==> src/rtl/uart_pkt_ctrl.sv <==
// Packet controller behind the UART byte receiver: parity check, frame parse
// (A5, LEN, payload, CSUM), speculative payload FIFO with commit/rollback, output stream.
module uart_pkt_ctrl #(
    parameter int PARITY_ODD = 0,
    parameter int MAX_LEN    = 16,
    parameter int FIFO_DEPTH = 16
) (
    input  logic       clk,
    input  logic       rst,
    input  logic       rx_valid,
    input  logic [7:0] rx_data,
    input  logic       rx_parity,
    output logic       pkt_valid,
    output logic [7:0] pkt_data,
    output logic       pkt_last,
    input  logic       pkt_ready,
    output logic       pkt_done,
    output logic       err_parity,
    output logic       err_len,
    output logic       err_csum,
    output logic       err_ovf,
    output logic       busy
);

    localparam int AW = $clog2(FIFO_DEPTH);

    typedef enum logic [1:0] {IDLE, LEN, PAYLOAD, CSUM} state_t;

    state_t      state, state_n;
    logic [AW:0] wptr_t, wptr_t_n;
    logic [AW:0] wptr_c, wptr_c_n;
    logic [AW:0] rptr, rptr_n;
    logic [7:0]  len, len_n;
    logic [7:0]  cnt, cnt_n;
    logic [7:0]  sum, sum_n;
    logic        done_n, par_n, len_err_n, csum_n, ovf_n;

    logic [8:0]  mem [FIFO_DEPTH];
    logic [8:0]  head;
    logic        wr_en;
    logic [8:0]  wr_word;
    logic [AW:0] occ;
    logic [7:0]  sum_add;
    logic        parity_ok;
    logic        xfer;

    assign parity_ok = ((^rx_data) ^ 1'(PARITY_ODD)) == rx_parity;
    // Occupancy counts committed and tentative entries against the pre-read rptr.
    assign occ       = wptr_t - rptr;
    assign sum_add   = sum + rx_data;
    assign head      = mem[rptr[AW-1:0]];
    assign pkt_valid = (wptr_c != rptr);
    assign pkt_data  = pkt_valid ? head[7:0] : '0;
    assign pkt_last  = pkt_valid ? head[8] : 1'b0;
    assign busy      = (state != IDLE);
    assign xfer      = pkt_valid && pkt_ready;
    assign rptr_n    = rptr + {{AW{1'b0}}, xfer};

    always_comb begin
        state_n   = state;
        wptr_t_n  = wptr_t;
        wptr_c_n  = wptr_c;
        len_n     = len;
        cnt_n     = cnt;
        sum_n     = sum;
        done_n    = 1'b0;
        par_n     = 1'b0;
        len_err_n = 1'b0;
        csum_n    = 1'b0;
        ovf_n     = 1'b0;
        wr_en     = 1'b0;
        wr_word   = {(cnt == 8'(len - 8'd1)), rx_data};
        if (rx_valid) begin
            if (!parity_ok) begin
                par_n    = 1'b1;
                wptr_t_n = wptr_c;
                state_n  = IDLE;
            end else begin
                case (state)
                    IDLE: begin
                        if (rx_data == 8'hA5) state_n = LEN;
                    end
                    LEN: begin
                        if (rx_data != 8'd0 && rx_data <= 8'(MAX_LEN)) begin
                            len_n   = rx_data;
                            sum_n   = rx_data;
                            cnt_n   = '0;
                            state_n = PAYLOAD;
                        end else begin
                            len_err_n = 1'b1;
                            state_n   = IDLE;
                        end
                    end
                    PAYLOAD: begin
                        if (occ == (AW+1)'(FIFO_DEPTH)) begin
                            ovf_n    = 1'b1;
                            wptr_t_n = wptr_c;
                            state_n  = IDLE;
                        end else begin
                            wr_en    = 1'b1;
                            wptr_t_n = wptr_t + 1'b1;
                            cnt_n    = cnt + 8'd1;
                            sum_n    = sum_add;
                            if (cnt == 8'(len - 8'd1)) state_n = CSUM;
                        end
                    end
                    CSUM: begin
                        if (sum_add == 8'd0) begin
                            wptr_c_n = wptr_t;
                            done_n   = 1'b1;
                        end else begin
                            wptr_t_n = wptr_c;
                            csum_n   = 1'b1;
                        end
                        state_n = IDLE;
                    end
                    default: state_n = IDLE;
                endcase
            end
        end
    end

    always_ff @(posedge clk or posedge rst) begin
        if (rst) begin
            state      <= IDLE;
            wptr_t     <= '0;
            wptr_c     <= '0;
            rptr       <= '0;
            len        <= '0;
            cnt        <= '0;
            sum        <= '0;
            pkt_done   <= 1'b0;
            err_parity <= 1'b0;
            err_len    <= 1'b0;
            err_csum   <= 1'b0;
            err_ovf    <= 1'b0;
        end else begin
            state      <= state_n;
            wptr_t     <= wptr_t_n;
            wptr_c     <= wptr_c_n;
            rptr       <= rptr_n;
            len        <= len_n;
            cnt        <= cnt_n;
            sum        <= sum_n;
            pkt_done   <= done_n;
            err_parity <= par_n;
            err_len    <= len_err_n;
            err_csum   <= csum_n;
            err_ovf    <= ovf_n;
        end
    end

    always_ff @(posedge clk) begin
        if (wr_en) mem[wptr_t[AW-1:0]] <= wr_word;
    end

endmodule

==> config.mk <==
export PLATFORM = sky130hd
export DESIGN_NAME = uart_pkt_ctrl
export DESIGN_NICKNAME = d
export VERILOG_FILES = /design/src/rtl/uart_pkt_ctrl.sv
export SDC_FILE = /design/constraint.sdc
export NUM_CORES = 1
export LEC_CHECK = 0
export ABC_CLOCK_PERIOD_IN_PS = 3550
export CAP_MARGIN = 20
export CELL_PAD_IN_SITES_DETAIL_PLACEMENT = 1
export CELL_PAD_IN_SITES_GLOBAL_PLACEMENT = 1
export CORE_MARGIN = 1.5
export CORE_UTILIZATION = 45
export CTS_CLUSTER_SIZE = 12
export DETAILED_ROUTE_END_ITERATION = 6
export PLACE_DENSITY = 0.84
export SLEW_MARGIN = 20
export SYNTH_ARGS = -nofsm -noshare
export SYNTH_HDL_FRONTEND = slang
export SYNTH_SLANG_ARGS = --single-unit
export TNS_END_PERCENT = 100
==> constraint.sdc <==
create_clock -name clk -period 3.55 [get_ports clk]
set_input_delay 0.8875 -clock clk [delete_from_list [all_inputs] [get_ports clk]]
set_output_delay 0.8875 -clock clk [all_outputs]
set_load 0.005 [all_outputs]
==> summary.txt, run 1 <==
Max Fclk -> 284.2 MHz
area of the mapped netlist -> 9001 sq um
die area -> 20860 sq um
ys async rst share -> 0.2421
DRC violations left -> 0
internal power -> 4.860 mW
Max-slew headroom -> 0.4135
RSZ-0062 raised after global routing -> yes
Num CTS Buffers -> 17
Reg-to-Reg End -> mem[10][7]$_DFFE_PP_
part of the cycle the worst path needs -> 0.9912
clock root buffer -> clkbuf_16
CP endpoint kind -> flip-flop
Final Setup Violations -> 0
placement row count -> 51
Net Sw Frac -> 0.3132
static leakage -> 4.277 nW
TritonCTS clock tree -> done
Syn Inst Count -> 601
register bit count reported by yosys -> 190
R2R setup slack -> 0.53 ns
hold_buf cts -> 0
Worst-Skew Late Latency -> 0.44 ns
syn nets -> 647
crit-path cells -> clkdlybuf4s50_1, buf_12, ha_1, o21a_1, and2_1, a311o_1, a2111o_1, or3_1, mux2_4
CP max-delay cell -> clkdlybuf4s50_1
routed wire length -> 24080 um
Initial Utilization -> 0.4610
Hold Crit Depth -> 2
critical path's largest stage delay -> 0.46 ns
Fin Clk Skew -> 0.01337 ns
Yosys cell types -> 68
Crit Reg-Reg Startpoint -> rptr[2]$_DFF_PP0_
dpl hpwl -> 16220 um
pre-CTS setup slack -> -0.4809 ns
die height -> 144.4 um
Port Buf Inserts -> 28
Antenna Nets Post-Route -> 0
number of synthesized flops with an enable pin -> 144
worst reg2reg path depth -> 11
largest net degree at the start of global routing -> 47
Hold WS -> 0.5003 ns
number of H-tree levels -> 4
Worst Hold Launch -> sum[4]$_DFFE_PP0P_
final count of pins violating max slew -> 0
Clock Tree Buf Depth -> 2
crit-path max FO -> 20
final instance area -> 11100 sq um
initial antenna violation count -> 1
syn avg cell area -> 14.98 sq um
register area share after synthesis -> 0.6083
Sw Pwr -> 2.216 mW
# diodes -> 0
Final #Nets -> 769
Pwr Density -> 637.4 nW/um^2
CTS clock-pin slew for the worst setup and hold paths -> 0.07 ns
worst slew pin tran -> 0.8787 ns
CP Class -> primary input to flip-flop
chip width -> 144.4 um
vias in the first global route -> 6319
clock power share -> 0.268
crit path DAT -> 3.83 ns
CP required -> 3.86 ns
fillcell total -> 1910
DR vias -> 5829
Core Region -> 19530 sq um
Synth Flop Type -> edfxtp_1
Comb pwr share -> 0.364
run status -> finished clean
Avg Vias per Cell -> 5.823
Placed Instance Area -> 10260 sq um
final hold viol count -> 0
Worst Hold Path EP -> sum[4]$_DFFE_PP0P_
Starting DRT DRC Count -> 341
GRT Util Overall -> 0.2408
min Tclk post-route -> 3.519 ns
share of layout cells above drive strength 1 -> 0.2731
TNS Setup -> 0 ns
YS warnings -> 0
first drt pass iteration count -> 5
Critical Path Source Type -> primary input
peak supply drop -> 0.0003365 V
Routability Congestion -> 0.7953
I/O Pins -> 29
Max Cap Violations -> 0
Layout Area Growth over Synthesis -> 23.34%
Overflow after GRT -> 0
clock tree sinks -> 190
Sequential Power Share -> 0.367
wire per inst -> 24.05 um
Final WS setup -> 0.03133 ns
worst hold path type -> flip-flop to flip-flop
first-pass GRT wire length -> 36160 um
critical path: cells and delay by family:
family                     cells  cell delay (ns)
AOI/OAI and AO/OA              3             1.00
muxes                          1             0.33
and+or+nand+nor                2             0.61
adders and majority gates      1             0.34
buffers and inverters          2             0.64
sequential cells by signal, summed over array words and instances (netlist names):
register,cells
mem,144
cnt,8
len,8
sum,8
rptr,5
wptr_c,5
wptr_t,5
state,2
err_csum,1
err_len,1
err_ovf,1
err_parity,1
pkt_done,1
stage by stage:
step,power (mW),cells,utilization
6_report,7.077,1001,0.5686
5_1_grt,7.378,1001,0.5686
4_1_cts,6.982,993,0.5613
3_5_place_dp,5.005,953,0.5254
3_3_place_gp,4.877,953,0.5254
2_1_floorplan,4.099,601,-
cell type report:
cell class | instances | area (sq um) | share of cell area
multi-input cells | 355 | 3371 | 0.3036
well taps | 265 | 331.6 | 0.02987
clock inverters | 15 | 168.9 | 0.01521
inverters | 34 | 128.9 | 0.01161
clock buffers | 17 | 425.4 | 0.03832
flip-flops and latches | 190 | 5477 | 0.4933
repair buffers | 125 | 1200 | 0.1081
cell usage in the layout (no fill, tap or decap), types with 9 or more instances in the layout:
cell and count:
buf_12 11, buf_4 79, clkbuf_16 18, clkdlybuf4s50_1 17
dfrtp_1 45, edfxtp_1 144, ha_1 31, inv_1 29
mux2i_1 9, mux4_2 45, nand2_1 32, nand3_1 13
nor2_1 30, nor2b_1 12, nor3_1 13, o21ai_1 14
xnor2_1 24
power groups by stage:
stage	logic [mW]	clock network (mW)	registers, mW
2_1_floorplan	1.50	0	2.60
3_3_place_gp	2.22	0	2.66
3_5_place_dp	2.34	0	2.67
4_1_cts	2.48	1.91	2.59
5_1_grt	2.78	1.98	2.62
6_report	2.58	1.90	2.60
per-layer routing:
| metal | vias up | part of all wire | GRT usage |
|---|---|---|---|
| met2 | 175 | 0.55 | 0.4450 |
| met1 | 3058 | 0.39 | 0.2782 |
| met3 | 32 | 0.044 | 0.04768 |
| li1 | 2562 | - | - |
| met4 | 2 | 0.016 | 0.08187 |
| met5 | - | 0.00046 | 0 |
cells in the mapped netlist, drive strengths merged (4+ instances only):
cell type / n / share of area
xor2: 7 / 0.0068
clkbuf: 13 / 0.0054
inv: 33 / 0.014
nor3: 16 / 0.0089
ha: 32 / 0.044
nand3: 13 / 0.0072
nor2b: 13 / 0.0090
o211ai: 4 / 0.0033
nand4: 4 / 0.0028
edfxtp: 144 / 0.48
and3: 6 / 0.0042
nor2: 31 / 0.013
mux4: 45 / 0.11
a21oi: 8 / 0.0044
a22oi: 4 / 0.0033
nor3b: 4 / 0.0033
buf: 9 / 0.0054
a211oi: 5 / 0.0042
a211o: 5 / 0.0049
xnor2: 25 / 0.025
dfrtp: 46 / 0.13
a21boi: 4 / 0.0033
o21ai: 20 / 0.011
mux2: 13 / 0.018
nand2: 32 / 0.013
mux2i: 9 / 0.010
or3: 4 / 0.0028
logic make-up after synthesis:
kind of cell,Yosys count,synth area share
DFF,190,0.6083
and+or+nand+nor,142,0.08104
AOI/OAI and AO/OA,79,0.06186
muxes,67,0.1401
buffers and inverters,56,0.02502
xor gates and xnor gates,34,0.03698
adders and majority gates,33,0.04671
how the worst max path moves through the flow:
stage / startpoint / endpoint / slack, ns / cells past startpoint
after detailed placement: rx_data[1] / wptr_t[3]$_DFFE_PP0P_ / -0.48 / 10
final: rx_data[3] / wptr_c[1]$_DFFE_PP0P_ / 0.03 / 9
after global routing: rx_data[0] / wptr_c[0]$_DFFE_PP0P_ / -0.08 / 11
after global placement: rx_data[1] / wptr_c[1]$_DFFE_PP0P_ / -0.34 / 9
after CTS: rptr[0]$_DFF_PP0_ / pkt_last / -0.04 / 6
after floorplan: rx_data[1] / mem[1][0]$_DFFE_PP_ / -0.04 / 8
what timing repair did:
item | in CTS | in global routing
endpoints found under the setup margin | 17 | 91
endpoints found under the hold margin | 0 | 0
gates resized for setup | 14 | 22
cloned | 1 | 2
pin swaps | 0 | 3
setup buffers | 7 | 6
Power figures use the tool's default switching activity.
==> inputs of run 2 (changes only) <==
--- a/config.mk
+++ b/config.mk
@@ -11,10 +11,10 @@
 export CELL_PAD_IN_SITES_GLOBAL_PLACEMENT = 1
 export CORE_MARGIN = 1.5
 export CORE_UTILIZATION = 45
-export CTS_CLUSTER_SIZE = 12
+export CTS_CLUSTER_SIZE = 8
 export DETAILED_ROUTE_END_ITERATION = 6
 export PLACE_DENSITY = 0.84
-export SLEW_MARGIN = 20
+export SLEW_MARGIN = 10
 export SYNTH_ARGS = -nofsm -noshare
 export SYNTH_HDL_FRONTEND = slang
 export SYNTH_SLANG_ARGS = --single-unit
==> summary.txt, run 2 (synthesized netlist as in run 1, its figures left out) <==
run status -> finished clean
I/O Pins -> 29
first-pass GRT wire length -> 36160 um
DR vias -> 5849
Critical Path Source Type -> primary input
chip width -> 144.4 um
crit path DAT -> 3.87 ns
Initial Utilization -> 0.4610
Net Sw Frac -> 0.3130
number of H-tree levels -> 4
final instance area -> 11130 sq um
crit-path max FO -> 20
clock root buffer -> clkbuf_16
DRC violations left -> 0
Util after Layout -> 0.5699
RSZ-0062 raised after global routing -> yes
R2R setup slack -> 0.54 ns
Layout Area Growth over Synthesis -> 23.63%
Crit Reg-Reg Startpoint -> rptr[2]$_DFF_PP0_
final count of pins violating max slew -> 0
clock tree sinks -> 190
Core Region -> 19530 sq um
Overflow after GRT -> 0
Worst Setup EP -> wptr_c[0]$_DFFE_PP0P_
die height -> 144.4 um
TritonCTS clock tree -> done
Max Fclk -> 283.9 MHz
most frequent cells in the layout -> 144 x edfxtp_1, 79 x buf_4, 45 x mux4_2, 45 x dfrtp_1, 32 x nand2_1
Sequential Power Share -> 0.367
Fin Clk Skew -> 0.009914 ns
placement row count -> 51
CP endpoint kind -> flip-flop
internal power -> 4.862 mW
largest net degree at the start of global routing -> 47
share of layout cells above drive strength 1 -> 0.2741
Worst-Skew Late Latency -> 0.44 ns
Crit. Startpoint -> rx_data[3]
Routability Congestion -> 0.7953
commonest non-fill, non-tap cell in the layout -> edfxtp_1
fillcell total -> 1908
static leakage -> 4.290 nW
power after layout -> 7.078 mW
first drt pass iteration count -> 4
TNS Setup -> 0 ns
worst reg2reg path depth -> 11
Clock Tree Buf Depth -> 2
clock power share -> 0.268
Antenna Nets Post-Route -> 0
Sw Pwr -> 2.215 mW
Avg Vias per Cell -> 5.837
final hold viol count -> 0
Pwr Density -> 636.0 nW/um^2
max reg flops -> 144
Reg-to-Reg End -> mem[1][1]$_DFFE_PP_
vias in the first global route -> 6319
initial antenna violation count -> 1
Max-slew headroom -> 0.5962
worst hold path type -> flip-flop to flip-flop
hold_buf cts -> 0
Port Buf Inserts -> 28
Placed Instance Area -> 10260 sq um
routed wire length -> 24050 um
Starting DRT DRC Count -> 357
Final Setup Violations -> 0
dpl hpwl -> 16220 um
GRT Util Overall -> 0.2408
worst slew pin tran -> 0.6048 ns
Final #Nets -> 770
part of the cycle the worst path needs -> 0.9922
peak supply drop -> 0.0003395 V
wire per inst -> 24.01 um
min Tclk post-route -> 3.522 ns
CTS clock-pin slew for the worst setup and hold paths -> 0.07 ns
Comb pwr share -> 0.365
Max Cap Violations -> 0
die area -> 20860 sq um
CP required -> 3.89 ns
# diodes -> 0
CP Class -> primary input to flip-flop
Num CTS Buffers -> 17
[run 2: cell count changes in the layout (fill, tap and decap cells not counted), sizes merged]
cell	delta
buf	+1
inv	+1
clkinv	-1
[run 2: repair_timing]
item | CTS | global route
gates resized for setup | 14 | 22
pin swaps | 0 | 3
endpoints found under the setup margin | 17 | 91
gates cloned | 1 | 2
setup buffers | 7 | 6
[run 2: worst max-delay path: stages]
cell             delay [ns]
clkdlybuf4s50_1        0.46
buf_12                 0.18
ha_1                   0.34
o21a_1                 0.16
and2_1                 0.20
a311o_1                0.38
a2111o_1               0.46
or3_1                  0.41
buf_4                  0.19
mux2i_1                0.18
[run 2: worst min-delay path by stage]
| stage | from | end | slack, ns | depth (start not counted) |
|---|---|---|---|---|
| after floorplan | len[6]$_DFFE_PP0P_ | len[6]$_DFFE_PP0P_ | 0.46 | 1 |
| after global placement | sum[0]$_DFFE_PP0P_ | sum[0]$_DFFE_PP0P_ | 0.47 | 2 |
| after detailed placement | len[6]$_DFFE_PP0P_ | len[6]$_DFFE_PP0P_ | 0.48 | 1 |
| after CTS | len[6]$_DFFE_PP0P_ | len[6]$_DFFE_PP0P_ | 0.50 | 1 |
| after global routing | len[6]$_DFFE_PP0P_ | len[6]$_DFFE_PP0P_ | 0.52 | 1 |
| final | sum[4]$_DFFE_PP0P_ | sum[4]$_DFFE_PP0P_ | 0.50 | 2 |
[run 2: metrics by stage]
stage / setup WS [ns] / hold slack [ns] / std cells
after floorplan: -0.04237 / 0.4581 / 601
final: 0.02769 / 0.4979 / 1002
after global placement: -0.3421 / 0.4704 / 953
after CTS: -0.03975 / 0.4997 / 993
after global routing: -0.05268 / 0.5206 / 1002
after detailed placement: -0.4809 / 0.4818 / 953
[run 2: layout make-up]
type                    instances  area, sq um  share of cell area
well taps                     265        331.6             0.02980
multi-input cells             355         3371              0.3029
clock buffers                  17        425.4             0.03823
clock inverters                15        168.9             0.01518
flip-flops and latches        190         5477              0.4921
inverters                      34        127.6             0.01147
repair buffers                126         1227              0.1103
[run 2: metal layers]
layer	routed length (um)	up-vias	track usage
li1	-	2559	-
met1	9249	3048	0.2782
met2	13140	201	0.4450
met3	1204	39	0.04768
met4	444	2	0.08187
met5	11	-	0
[run 2: power by group through the flow]
stage / registers [mW] / logic, mW / clock network [mW]
2_1_floorplan: 2.60 / 1.50 / 0
3_3_place_gp: 2.66 / 2.22 / 0
3_5_place_dp: 2.67 / 2.34 / 0
4_1_cts: 2.59 / 2.48 / 1.91
5_1_grt: 2.62 / 2.78 / 1.98
6_report: 2.60 / 2.58 / 1.90
==> inputs of run 3 (changes only) <==
--- a/config.mk
+++ b/config.mk
@@ -14,6 +14,8 @@
 export CTS_CLUSTER_SIZE = 8
 export DETAILED_ROUTE_END_ITERATION = 6
 export PLACE_DENSITY = 0.84
+export SKIP_CTS_REPAIR_TIMING = 1
+export SKIP_LAST_GASP = 1
 export SLEW_MARGIN = 10
 export SYNTH_ARGS = -nofsm -noshare
 export SYNTH_HDL_FRONTEND = slang
==> constraint.sdc (replaced) <==
create_clock -name clk -period 3.55 [get_ports clk]
set_input_delay 0.71 -clock clk [delete_from_list [all_inputs] [get_ports clk]]
set_output_delay 0.71 -clock clk [all_outputs]
set_load 0.005 [all_outputs]
==> summary.txt, run 3 (synthesized netlist as in run 1, its figures left out) <==
run status -> finished, violations left
failing checks -> setup timing
Max Fclk -> 281.3 MHz
initial antenna violation count -> 0
DR vias -> 5694
Layout Area Growth over Synthesis -> 21.55%
Util after Layout -> 0.5603
Antenna Nets Post-Route -> 0
CP required -> 3.89 ns
max reg flops -> 144
Avg Vias per Cell -> 5.723
crit path DAT -> 3.90 ns
chip width -> 144.4 um
Fin Clk Skew -> 0.01059 ns
Net Sw Frac -> 0.3049
Comb pwr share -> 0.376
clock tree sinks -> 190
Placed Instance Area -> 10150 sq um
CTS clock-pin slew for the worst setup and hold paths -> 0.07 ns
wire per inst -> 23.92 um
CP Class -> primary input to flip-flop
CP endpoint kind -> flip-flop
TNS Setup -> -0.005009 ns
dpl hpwl -> 16340 um
vias in the first global route -> 6061
min Tclk post-route -> 3.555 ns
share of layout cells above drive strength 1 -> 0.2575
Port Buf Inserts -> 28
largest net degree at the start of global routing -> 47
final instance area -> 10940 sq um
Sequential Power Share -> 0.372
Final #Nets -> 763
die height -> 144.4 um
Core Region -> 19530 sq um
Pwr Density -> 641.4 nW/um^2
Hold Crit Depth -> 2
crit-path max FO -> 12
die area -> 20860 sq um
most frequent cells in the layout -> 144 x edfxtp_1, 78 x buf_4, 45 x mux4_2, 45 x dfrtp_1
Sw Pwr -> 2.139 mW
fillcell total -> 1886
Overflow after GRT -> 0
Routability Congestion -> 0.8955
first drt pass iteration count -> 5
clock power share -> 0.252
placement row count -> 51
first-pass GRT wire length -> 35780 um
commonest non-fill, non-tap cell in the layout -> edfxtp_1
met3 WL -> 1016 um
Max Cap Violations -> 0
worst slew pin tran -> 1.133 ns
Final Setup Violations -> 1
Critical Path Source Type -> primary input
clock root buffer -> clkbuf_16
part of the cycle the worst path needs -> 1.001
worst reg2reg path depth -> 13
# diodes -> 0
I/O Pins -> 29
power after layout -> 7.017 mW
number of H-tree levels -> 4
DR top layer -> met4
final hold viol count -> 0
Max-slew headroom -> 0.2422
Initial Utilization -> 0.4610
Num CTS Buffers -> 17
static leakage -> 4.208 nW
Met1 Wirelength -> 9649 um
Clock Tree Buf Depth -> 2
peak supply drop -> 0.0003432 V
metal2 WL -> 12790 um
final count of pins violating max slew -> 0
Worst-Skew Late Latency -> 0.43 ns
routed wire length -> 23800 um
internal power -> 4.878 mW
DRC violations left -> 0
worst hold path type -> flip-flop to flip-flop
Final WS setup -> -0.005009 ns
GRT Util Overall -> 0.2373
TritonCTS clock tree -> done
Starting DRT DRC Count -> 417
run 3: changes by cell type in the layout (fill, tap and decap cells not counted), moves of 3 or more:
cell,delta
buf_6,-3
clkdlybuf4s15_1,-3
clkdlybuf4s50_1,+5
clkinv_8,-4
dlygate4sd2_1,-4
dlymetal6s2s_1,+3
run 3: critical path, stage by stage:
cell and delay, ns:
clkdlybuf4s50_1 0.44, buf_12 0.16, ha_1 0.23, fa_2 0.36
buf_4 0.14, xnor2_1 0.21, nor3b_2 0.26, o221ai_1 0.16
a2111o_1 0.37, or3_1 0.43, buf_4 0.20, mux2i_1 0.20
run 3: final cells by class:
type,count,area (sq um),share of cell area
clock buffers,19,432.9,0.03957
clock inverters,13,105.1,0.009607
inverters,34,127.6,0.01167
multi-input cells,355,3341,0.3054
flip-flops and latches,190,5479,0.5008
well taps,265,331.6,0.03031
repair buffers,119,1124,0.1027
run 3: path summary, 6_finish.rpt:
path                                    endpoint                from  slack (ns)
max                        wptr_c[3]$_DFFE_PP0P_          rx_data[0]      -0.005
max reg2reg                  mem[0][0]$_DFFE_PP_   rptr[0]$_DFF_PP0_        0.37
max in group asynchronous      rptr[0]$_DFF_PP0_                 rst        2.39
min reg2reg                   sum[2]$_DFFE_PP0P_  sum[2]$_DFFE_PP0P_        0.51
min in group asynchronous     cnt[2]$_DFFE_PP0P_                 rst        0.62
min                           sum[2]$_DFFE_PP0P_  sum[2]$_DFFE_PP0P_        0.51
run 3: per-stage QoR:
stage / hold WS (ns) / setup WS (ns) / instances
6_report: 0.5062 / -0.005009 / 995
5_1_grt: 0.5216 / -0.07216 / 995
4_1_cts: 0.5055 / -0.1862 / 978
3_5_place_dp: 0.4897 / -0.4443 / 946
3_3_place_gp: 0.4763 / -0.2855 / 946
2_1_floorplan: 0.4581 / 0.1326 / 601
run 3: per-layer routing:
| layer | vias up | GRT usage |
|---|---|---|
| li1 | 2545 | - |
| met1 | 2983 | 0.2930 |
| met2 | 138 | 0.4211 |
| met3 | 28 | 0.04768 |
| met4 | 0 | 0.07018 |
| met5 | - | 0 |
run 3: power by group through the flow:
stage	Clock [mW]	Sequential, mW	Combinational (mW)
after CTS	1.80	2.62	2.42
after floorplan	0	2.60	1.50
final	1.77	2.61	2.64
after detailed placement	0	2.67	2.40
after global routing	1.87	2.62	2.84
after global placement	0	2.66	2.28
